--- src/rtl/ff_pkg.sv ---
// Shared mode encoding and per-bit toggle conversion for the configurable flip-flop bank.
package ff_pkg;

    typedef logic [1:0] ff_mode_t;

    localparam ff_mode_t MODE_D  = 2'd0;
    localparam ff_mode_t MODE_T  = 2'd1;
    localparam ff_mode_t MODE_JK = 2'd2;
    localparam ff_mode_t MODE_SR = 2'd3;

    // Converts D/T/JK/SR inputs into the toggle request of a T flip-flop core.
    // In SR mode a=b=1 yields no toggle, so an illegal bit simply holds.
    function automatic logic conv_toggle(input ff_mode_t m, input logic a, input logic b,
                                         input logic q);
        logic t;
        case (m)
            MODE_D:  t = a ^ q;
            MODE_T:  t = a;
            MODE_JK: t = (a & ~q) | (b & q);
            default: t = (a & ~b & ~q) | (b & ~a & q);
        endcase
        return t;
    endfunction

endpackage

--- src/rtl/t_ff_cell.sv ---
// Single-bit T flip-flop with clock enable and a reset value supplied as an input.
module t_ff_cell (
    input  logic clk,
    input  logic rst_n,
    input  logic en,
    input  logic rst_val,
    input  logic t,
    output logic q
);

    logic q_q;

    always_ff @(posedge clk or negedge rst_n) begin
        if (!rst_n) begin
            q_q <= rst_val;
        end else if (en && t) begin
            q_q <= ~q_q;
        end
    end

    assign q = q_q;

endmodule

--- src/rtl/conv_ff_bank.sv ---
// Run-time configurable D/T/JK/SR register bank built from T flip-flop cells.
// Optional saturating change counter on output toggle_cnt when TOGGLE_CNT_EN is defined.
module conv_ff_bank
    import ff_pkg::*;
#(
    parameter int                WIDTH    = 8,
    parameter logic [WIDTH-1:0]  RST_VAL  = {WIDTH{1'b0}},
    parameter ff_mode_t          RST_MODE = MODE_D
) (
    input  logic             clk,
    input  logic             rst_n,
    input  logic             en,
    input  logic             mode_wr,
    input  logic [1:0]       mode_in,
    input  logic [WIDTH-1:0] a,
    input  logic [WIDTH-1:0] b,
    input  logic             clr_err,
    output logic [WIDTH-1:0] q,
    output logic [WIDTH-1:0] qn,
    output logic [1:0]       mode,
    output logic             sr_err,
    output logic             chg
`ifdef TOGGLE_CNT_EN
    ,
    output logic [15:0]      toggle_cnt
`endif
);

    ff_mode_t        mode_q, mode_d;
    logic            sr_err_q, sr_err_d;
    logic            chg_q, chg_d;
    logic [WIDTH-1:0] t;
    logic [WIDTH-1:0] q_next;
    logic [WIDTH-1:0] sr_illegal;

    for (genvar i = 0; i < WIDTH; i++) begin : g_bit
        assign t[i] = conv_toggle(mode_q, a[i], b[i], q[i]);

        t_ff_cell u_cell (
            .clk     (clk),
            .rst_n   (rst_n),
            .en      (en),
            .rst_val (RST_VAL[i]),
            .t       (t[i]),
            .q       (q[i])
        );
    end

    always_comb begin
        q_next     = en ? (q ^ t) : q;
        sr_illegal = (en && (mode_q == MODE_SR)) ? (a & b) : '0;
        chg_d      = |(q_next ^ q);
        mode_d     = mode_wr ? ff_mode_t'(mode_in) : mode_q;
        // A new illegal input on a clearing edge keeps the flag set.
        sr_err_d   = (|sr_illegal) | (sr_err_q & ~clr_err);
    end

    always_ff @(posedge clk or negedge rst_n) begin
        if (!rst_n) begin
            mode_q   <= RST_MODE;
            sr_err_q <= 1'b0;
            chg_q    <= 1'b0;
        end else begin
            mode_q   <= mode_d;
            sr_err_q <= sr_err_d;
            chg_q    <= chg_d;
        end
    end

`ifdef TOGGLE_CNT_EN
    logic [15:0] cnt_q, cnt_d;

    always_comb begin
        cnt_d = cnt_q;
        if (clr_err) begin
            cnt_d = 16'h0000;
        end else if (chg_d && (cnt_q != 16'hFFFF)) begin
            cnt_d = cnt_q + 16'h0001;
        end
    end

    always_ff @(posedge clk or negedge rst_n) begin
        if (!rst_n) begin
            cnt_q <= 16'h0000;
        end else begin
            cnt_q <= cnt_d;
        end
    end

    assign toggle_cnt = cnt_q;
`endif

    assign qn     = ~q;
    assign mode   = mode_q;
    assign sr_err = sr_err_q;
    assign chg    = chg_q;

endmodule

--- config.mk ---
export PLATFORM = sky130hd
export DESIGN_NAME = conv_ff_bank
export DESIGN_NICKNAME = d
export VERILOG_FILES = /design/src/rtl/ff_pkg.sv /design/src/rtl/t_ff_cell.sv /design/src/rtl/conv_ff_bank.sv
export SDC_FILE = /design/constraint.sdc
export NUM_CORES = 1
export LEC_CHECK = 0
export CORE_MARGIN = 10
export CORE_UTILIZATION = 30
export DETAILED_ROUTE_END_ITERATION = 8
export GPL_TIMING_DRIVEN = 0
export PLACE_DENSITY = 0.6
export SYNTH_ARGS = -nofsm -noshare
export SYNTH_HDL_FRONTEND = slang
export SYNTH_SLANG_ARGS = --single-unit
--- constraint.sdc ---
create_clock -name clk -period 3.03 [get_ports clk]
set_clock_uncertainty 0.2 [all_clocks]
set_input_delay 0.7575 -clock clk [delete_from_list [all_inputs] [get_ports clk]]
set_output_delay 0.7575 -clock clk [all_outputs]
set_load 0.02 [all_outputs]
# Yosys cells after proc, flatten, opt, wreduce, memory -nomap -nowiden
# Index checks and enable logic that the tools add are counted.
# totals
register_bits	12
inputBits	23
output_inout_bits	20
word_cells	139
# classes
eq_ne	3
mux	10
bitwise_logic	103
n_reduce_logical	12
# op_table
op	n
1-bit bitwise AND	49
1-bit inverter	25
1-bit case mux with 3 select lines	8
1-bit OR	17
8-bit 2-to-1 mux	2
8-bit OR reduction	2
8-bit XOR	2
1-bit logical AND	9
8-bit bitwise AND	1
8-bit inverter	1
1-bit XOR	8
2-bit == test, second input constant	2
2-bit by 1-bit == test with 1-bit output, second input constant	1
2-bit zero test	1

# Logic depth before layout (Yosys ltp)
# logic_depth
depth_word	9
depth_mapped	6
mapped_depth_nobuf	5

# Least setup slack after synthesis
# OpenSTA, ideal clock, no wires.
# synth_path
path_type	input-to-reg
from	in a[2]
to	reg sr_err_q (netlist: sr_err)
setup_time_ns	0.121
t_arrival_ns	1.588
path_slack_ns	1.121
stages	6
path_cell_list	clkbuf_1 > a22o_1 > a221oi_1 > nand4_1 > nand3_1 > o21ai_1
# synth_between
elab_chain_cells	4
# synth_lines
element	line	text
start, declared	conv_ff_bank.sv:15	input logic [WIDTH-1:0] a,
8-bit bitwise AND	conv_ff_bank.sv:51	sr_illegal = (en && (mode_q == MODE_SR)) ? (a & b) : '0;
8-bit 2-to-1 mux	conv_ff_bank.sv:51	
8-bit OR reduction	conv_ff_bank.sv:55	sr_err_d = (|sr_illegal) | (sr_err_q & ~clr_err);
1-bit OR	conv_ff_bank.sv:55	
via sr_err_d	conv_ff_bank.sv:30	logic sr_err_q, sr_err_d;
end signal, assigned	conv_ff_bank.sv:65	sr_err_q <= sr_err_d;
end, declared	conv_ff_bank.sv:30	
# The timed path passes the listed nets, and every way through them passes these cells.
# A chain may end at the register's enable or synchronous reset.

# Final worst setup path
# layout_path
from	reg g_bit[5].u_cell.q_q
to	out q[5]
# layout_rtl
element	line	text
start, declared	t_ff_cell.sv:11	logic q_q;
start signal, assigned	t_ff_cell.sv:15	q_q <= rst_val;
start signal, assigned	t_ff_cell.sv:17	q_q <= ~q_q;
end, declared	conv_ff_bank.sv:18	output logic [WIDTH-1:0] q,
# No word-level cell between the ends.

==> results.cfg <==
[outcome]
outcome = finished clean

[power_and_ir_drop]
switching_share = 0.3968
peakVddDrop_v = 0.0003377
p_int_uw = 605.8
p_leak_nw = 0.6459
power.density_nw_per_um2 = 617.4
p_sw_uw = 398.5
pwr-share-clk = 0.177
power_frac_seq = 0.253
combPwrFrac = 0.570

[timing]
fin_crit_sh = 0.7993
worst_slew_pin_slew_ns = 0.5726
hold_viol = 0
maxClockFrequency_mhz = 412.9
final-max-slew-violation-count = 0
worst_slew_margin_rel = 0.6170
fin_crit_ns = 2.422
rsz0062_at_grt = false
finalSetupTns_ns = 0
finalSetupViolCount = 0

[die]
io_pins = 43
die_w_um = 81.40
rows = 22
initial_core_util = 0.3090
dieArea_um2 = 6626
coreArea_um2 = 3661
die_h_um = 81.40

[route]
routed_wl_um = 3511
drtIter0Drc = 113
drc = 0
wl_per_cell_um = 14.57
via_count = 1239
viasPerCell = 5.141
drt.antenna.violating_nets = 0
firstDrtPassIters = 4

[synthesis]
ys_seq_area_frac = 0.2655
synthAdderAreaFrac = 0
synthMuxAreaShare = 0.008850
synth_cell_type_count = 37
ys_ff_latch = 12
synth_compound_area_frac = 0.3385
netlist_area_um2 = 1131
syn_inst = 151
syn_avg_cell_area_um2 = 7.491
synth_simple_gate_area_frac = 0.2323
synth_top_family_by_area = compound AO/OA/AOI/OAI gates
synth-xor-area-share = 0.02323
synth_fp_nets = 174
yosysWarnings = 0

[cts]
clkSinkCount = 12
cts_htree_levels = 1
clk_pin_slew_ns = 0.05
cts_buffers = 3
cts_tree = done
clkLatencyLatePin_ns = 0.25
clock-root-buffer = clkbuf_8
ctsHoldBuffers = 0
postCtsSetupBuffers = 0
ctsResizeCount = 0
cts_buffer_depth = 2

[placement]
routabilityCongestion = 0.8735
post_dp_cell_area_um2 = 1572
hpwl_um = 2789
place_inst = 237
place.port_buffers = 38

[run]
drv_cap = 0

[cells_and_area]
n_antenna_cell = 0
final_core_util = 0.4443
drive_gt1_frac = 0.1554
design_area_um2 = 1627
areaGrowthSynthToFinish_pct = 43.81
final_nets = 217
nFillCells = 382
fin_cells = 241

[critical_path]
path_class = reg2out
crit_required_ns = 2.07
critPathLaunchType = flip-flop
cp-end-kind = output pin
reg2reg_slack_ns = 1.29
path_cells = buf_4, clkdlybuf4s50_1
crit_path_max_fanout = 8
cpPeakStageDelay_ns = 0.59
slowest_stage = clkdlybuf4s50_1
critPathArrivalTime_ns = 1.46

[grt]
grt_pass1_vias = 1193
track_usage = 0.1118
antenna_found_initial = 0
grt_max_degree = 13
grt_pass1_wl_um = 5782
overflow = 0

[min_path]
hold_path_class = reg2reg
## per-stage QoR
step                      power [mW]  setup WS (ns)  hold slack, ns
after global placement        0.8289         0.5590          0.3096
final                          1.004         0.6082          0.3187
after CTS                      1.021         0.5960          0.3225
after floorplan               0.5978          1.121          0.2619
after detailed placement      0.8357         0.5394          0.3108
after global routing           1.082         0.5422          0.3647
## final timing paths
path,start,to,cells past startpoint
max,g_bit[5].u_cell.q$_DFFE_PN0P_,q[5],2
min,sr_err$_DFF_PN0_,sr_err$_DFF_PN0_,2
max reg2reg,mode[1]$_DFFE_PN0P_,chg$_DFF_PN0_,5
min reg2reg,sr_err$_DFF_PN0_,sr_err$_DFF_PN0_,2
max in group asynchronous,rst_n,g_bit[7].u_cell.q$_DFFE_PN0P_,1
min in group asynchronous,rst_n,g_bit[2].u_cell.q$_DFFE_PN0P_,1
## power groups by stage
stage | Clock [mW] | Sequential (mW) | Combinational [mW]
final | 0.177 | 0.254 | 0.572
after CTS | 0.185 | 0.255 | 0.580
after floorplan | 0 | 0.253 | 0.345
after detailed placement | 0 | 0.259 | 0.577
after global routing | 0.194 | 0.266 | 0.622
after global placement | 0 | 0.255 | 0.574
## metal layers
layer,global-route usage,part of all wire
met4,0.03460,0.011
met5,0,0
met3,0.04525,0.081
met2,0.1698,0.46
met1,0.1409,0.45
## cell type report
class	instances	area, um^2	area share
buffer	16	103.9	0.06385
clock buffer	4	55.05	0.03385
inverter	12	45.04	0.02769
multi-input combinational	111	681.9	0.4192
sequential	12	300.3	0.1846
tap	48	60.06	0.03692
timing repair buffer	38	380.4	0.2338
## worst max-delay path: cells and delay by family, from the launching register on
| family | cells | cell delay, ns |
|---|---|---|
| DFF | 1 | 0.48 |
| buffers and inverters | 2 | 0.74 |
## placed cells by master, fill, tap and decap left out, types with 4 or more instances in the layout
| cell | Yosys | final |
|---|---|---|
| dfrtp_1 | 12 | 12 |
| nand2_1 | 27 | 27 |
| buf_2 | 5 | 5 |
| inv_1 | 9 | 9 |
| clkbuf_8 | 0 | 4 |
| o211ai_1 | 6 | 6 |
| o21ai_0 | 11 | 11 |
| o22ai_1 | 6 | 6 |
| a31oi_1 | 9 | 9 |
| buf_4 | 9 | 9 |
| nand2b_1 | 6 | 6 |
| nand3_1 | 7 | 7 |
| clkdlybuf4s50_1 | 0 | 38 |
| a21oi_1 | 8 | 8 |
## sequential cells by signal, indices dropped and copies added, names as in the netlist
signal,count
g_bit.u_cell.q,8
mode,2
sr_err,1
chg,1
## cell families after synthesis
family / Yosys count
buffers and inverters: 28
muxes: 1
DFF: 12
xor gates and xnor gates: 3
AOI/OAI and AO/OA: 56
and+or+nand+nor: 51
## synth_stat cells
cell	n	share of area
a211oi_1	1	0.0066
a211oi_2	1	0.011
a21o_1	1	0.0066
a21oi_1	8	0.035
a221o_1	1	0.0088
a221oi_1	1	0.0077
a22o_1	1	0.0077
a22oi_1	1	0.0066
a31oi_1	9	0.050
a41o_1	1	0.0088
buf_2	5	0.022
buf_4	9	0.060
clkbuf_1	1	0.0033
clkbuf_4	1	0.0066
dfrtp_1	12	0.27
inv_1	9	0.030
inv_2	3	0.010
mux2i_1	1	0.0088
nand2_1	27	0.090
nand2b_1	6	0.033
nand3_1	7	0.031
nand3b_1	3	0.020
nand4_1	1	0.0055
nor2_1	1	0.0033
nor2_4	1	0.010
nor3_2	3	0.027
o2111a_1	1	0.010
o2111ai_1	1	0.0077
o211ai_1	6	0.040
o21ai_0	11	0.049
o21ai_1	3	0.013
o22ai_1	6	0.033
o32ai_2	2	0.029
o41ai_1	1	0.0077
or2_4	1	0.0077
or3_1	1	0.0055
xnor2_1	3	0.023
No activity file was read; power rests on OpenSTA's default activity.
==> edit, RTL diff (same flow settings) <==
The parameter `WIDTH` goes from 8 to 12.
--- a/src/rtl/conv_ff_bank.sv
+++ b/src/rtl/conv_ff_bank.sv
@@ -5,3 +5,3 @@
 #(
-    parameter int                WIDTH    = 8,
+    parameter int                WIDTH    = 12,
     parameter logic [WIDTH-1:0]  RST_VAL  = {WIDTH{1'b0}},
Interface: changed (resized a, b, q and qn); port bits go from 43 to 59. The function was not compared with the original's and may differ.
==> edit against the original RTL <==
Worst setup slack lost 0.085 ns; synthesized area up 63%; sequential cell count increased by 4; power grew 22%; final area grew 53%; global-route usage increased by 1.8 points; maximum frequency decreased by 3.4%; sequential power is 26% higher; routed wire length rose by 90%; largest power group unchanged.
==> edit: results (changes against the original RTL) <==
synth cell count leaders=nand2_1, o21ai_0, a31oi_1; initial antenna violation count=0 (unchanged); register area share after synthesis=21.7% (-4.9 points); via count=2157 (+74%); ant diodes=0 (unchanged); DP Area=0.00243 mm2 (+55%); Lkg Pwr=0.00100 uW (+55%); largest net degree at the start of global routing=17 (+4); Syn. warnings=0 (unchanged); Final Hold Vio Count=0 (unchanged); Reg2Reg Setup Slack=0.96 ns (-0.33 ns); share of cells above drive strength 1=10.4% (-5.2 points); Final GP Congestion=0.865 (-0.97%); Distinct cells, synth=48 (+30%); Worst path max stage delay=0.49 ns (-0.10 ns); wire length of the first global-routing pass=10.6 mm (+84%); DR top layer=met4; Post-synth ARST share=100% (unchanged); metal1 wirelength=3.08 mm (+94%); highest ir drop seen on vdd=0.000206 V (-39%); Final #Nets=350 (+61%); DRC Markers=0 (unchanged); DR WL met2=2.96 mm (+84%); setup repair bufs after CTS=0 (unchanged); largest cells by area after synthesis=dfrtp_1, nand2_1, a31oi_1; reg-to-reg startpoint=mode[0]$_DFFE_PN0P_; 1st-iter DRT viols=157 (+39%); Fmax=0.399 GHz (-3.4%); Crit. Startpoint=en; Inst Count DP=389 (+64%); GRT Resource Usage Total=13.0% (+1.8 points); status=finished, final reports clean; Synth Flop Type=dfrtp_1; metal3 WL=571 um (+100%); via density per instance=5.49 (+6.8%); syn nets=296 (+70%); Post-DP HPWL=4.80 mm (+72%); # port buffers=49 (+29%); Setup TNS Final=0 ns (unchanged); Setup WS pre-CTS=0.268 ns (-0.272 ns); Clock Pin Slew Worst Setup and Hold Paths=0.08 ns (+0.03 ns); WHS Path Cells=2 (unchanged); total CTS buffers=3 (unchanged); Post-Syn Instances=265 (+75%); CTS Root Cell=clkbuf_8; R2R cell count=7 (+2); reg2reg end=chg$_DFF_PN0_; critical path's slowest cell=clkbuf_1; Least-Margin Pin Slew=0.840 ns (+0.267 ns); Max H-tree Level=1 (unchanged); number of global-route vias before repair=2025 (+70%); crit-path max FO=10 (+2); Critical Path Sink=g_bit[1].u_cell.q$_DFFE_PN0P_; max reg flops=12 (+4); clk_lat worst skew=roughly 0.26 ns; DRT Wirelength=6.68 mm (+90%); clock buffer depth=2 (unchanged)
edit: cell count changes in the layout (fill, tap and decap cells not counted), sizes merged, moves of 9 or more:
cell | before | now
clkbuf | 6 | 16
o21ai | 14 | 27
clkdlybuf4s50 | 38 | 49
buf | 14 | 26
nand3 | 7 | 16
a31oi | 9 | 24
nand2 | 27 | 41
edit: stage by stage:
stage / total power [uW] / hold WS (ns)
2_1_floorplan: 741 / 0.262
3_3_place_gp: 1020 / 0.321
3_5_place_dp: 1020 / 0.331
4_1_cts: 1230 / 0.343
5_1_grt: 1300 / 0.375
6_report: 1230 / 0.333
edit: how the worst min path moves through the flow:
stage / start / end / slack (ns)
4_1_cts: sr_err$_DFF_PN0_ / sr_err$_DFF_PN0_ / 0.34
3_3_place_gp: sr_err$_DFF_PN0_ / sr_err$_DFF_PN0_ / 0.32
6_report: sr_err$_DFF_PN0_ / sr_err$_DFF_PN0_ / 0.33
2_1_floorplan: rst_n / chg$_DFF_PN0_ / 0.26
5_1_grt: sr_err$_DFF_PN0_ / sr_err$_DFF_PN0_ / 0.37
3_5_place_dp: sr_err$_DFF_PN0_ / sr_err$_DFF_PN0_ / 0.33
edit: final cells by class:
type	count	area (um2)
timing repair buffer	49	490
buffer	38	221
fill	642	3470
tap	75	93.8
multi-input combinational	194	1160
sequential	16	400
clock buffer	4	55.1
inverter	17	63.8
edit: per-layer routing:
layer	track usage [%]	vias up
li1	-	1061
met5	0	-
met1	17.5	995
met4	3.97	0
met2	19.8	94
met3	3.35	7
edit: power breakdown:
group          internal (uW)  switching (uW)
sequential               254            66.1
clock                    116            93.0
combinational            342             359
total                    712             518
edit: worst max-delay path: cells and delay by family:
family / cells / cell delay [ns]
buf+inv: 3 / 1.38
compound gates: 2 / 0.35
edit: logic make-up (layout without fill, tap and decap cells):
| kind of cell | after synthesis | count (layout) | synth area share [%] |
|---|---|---|---|
| flip-flops | 16 | 16 | 21.7 |
| AO/OA/AOI/OAI | 94 | 94 | 33.4 |
| multiplexers | 4 | 4 | 2.17 |
| AND/OR/NAND/NOR | 94 | 94 | 26.4 |
| XOR/XNOR | 2 | 2 | 0.949 |
| buffers and inverters | 55 | 108 | 15.5 |
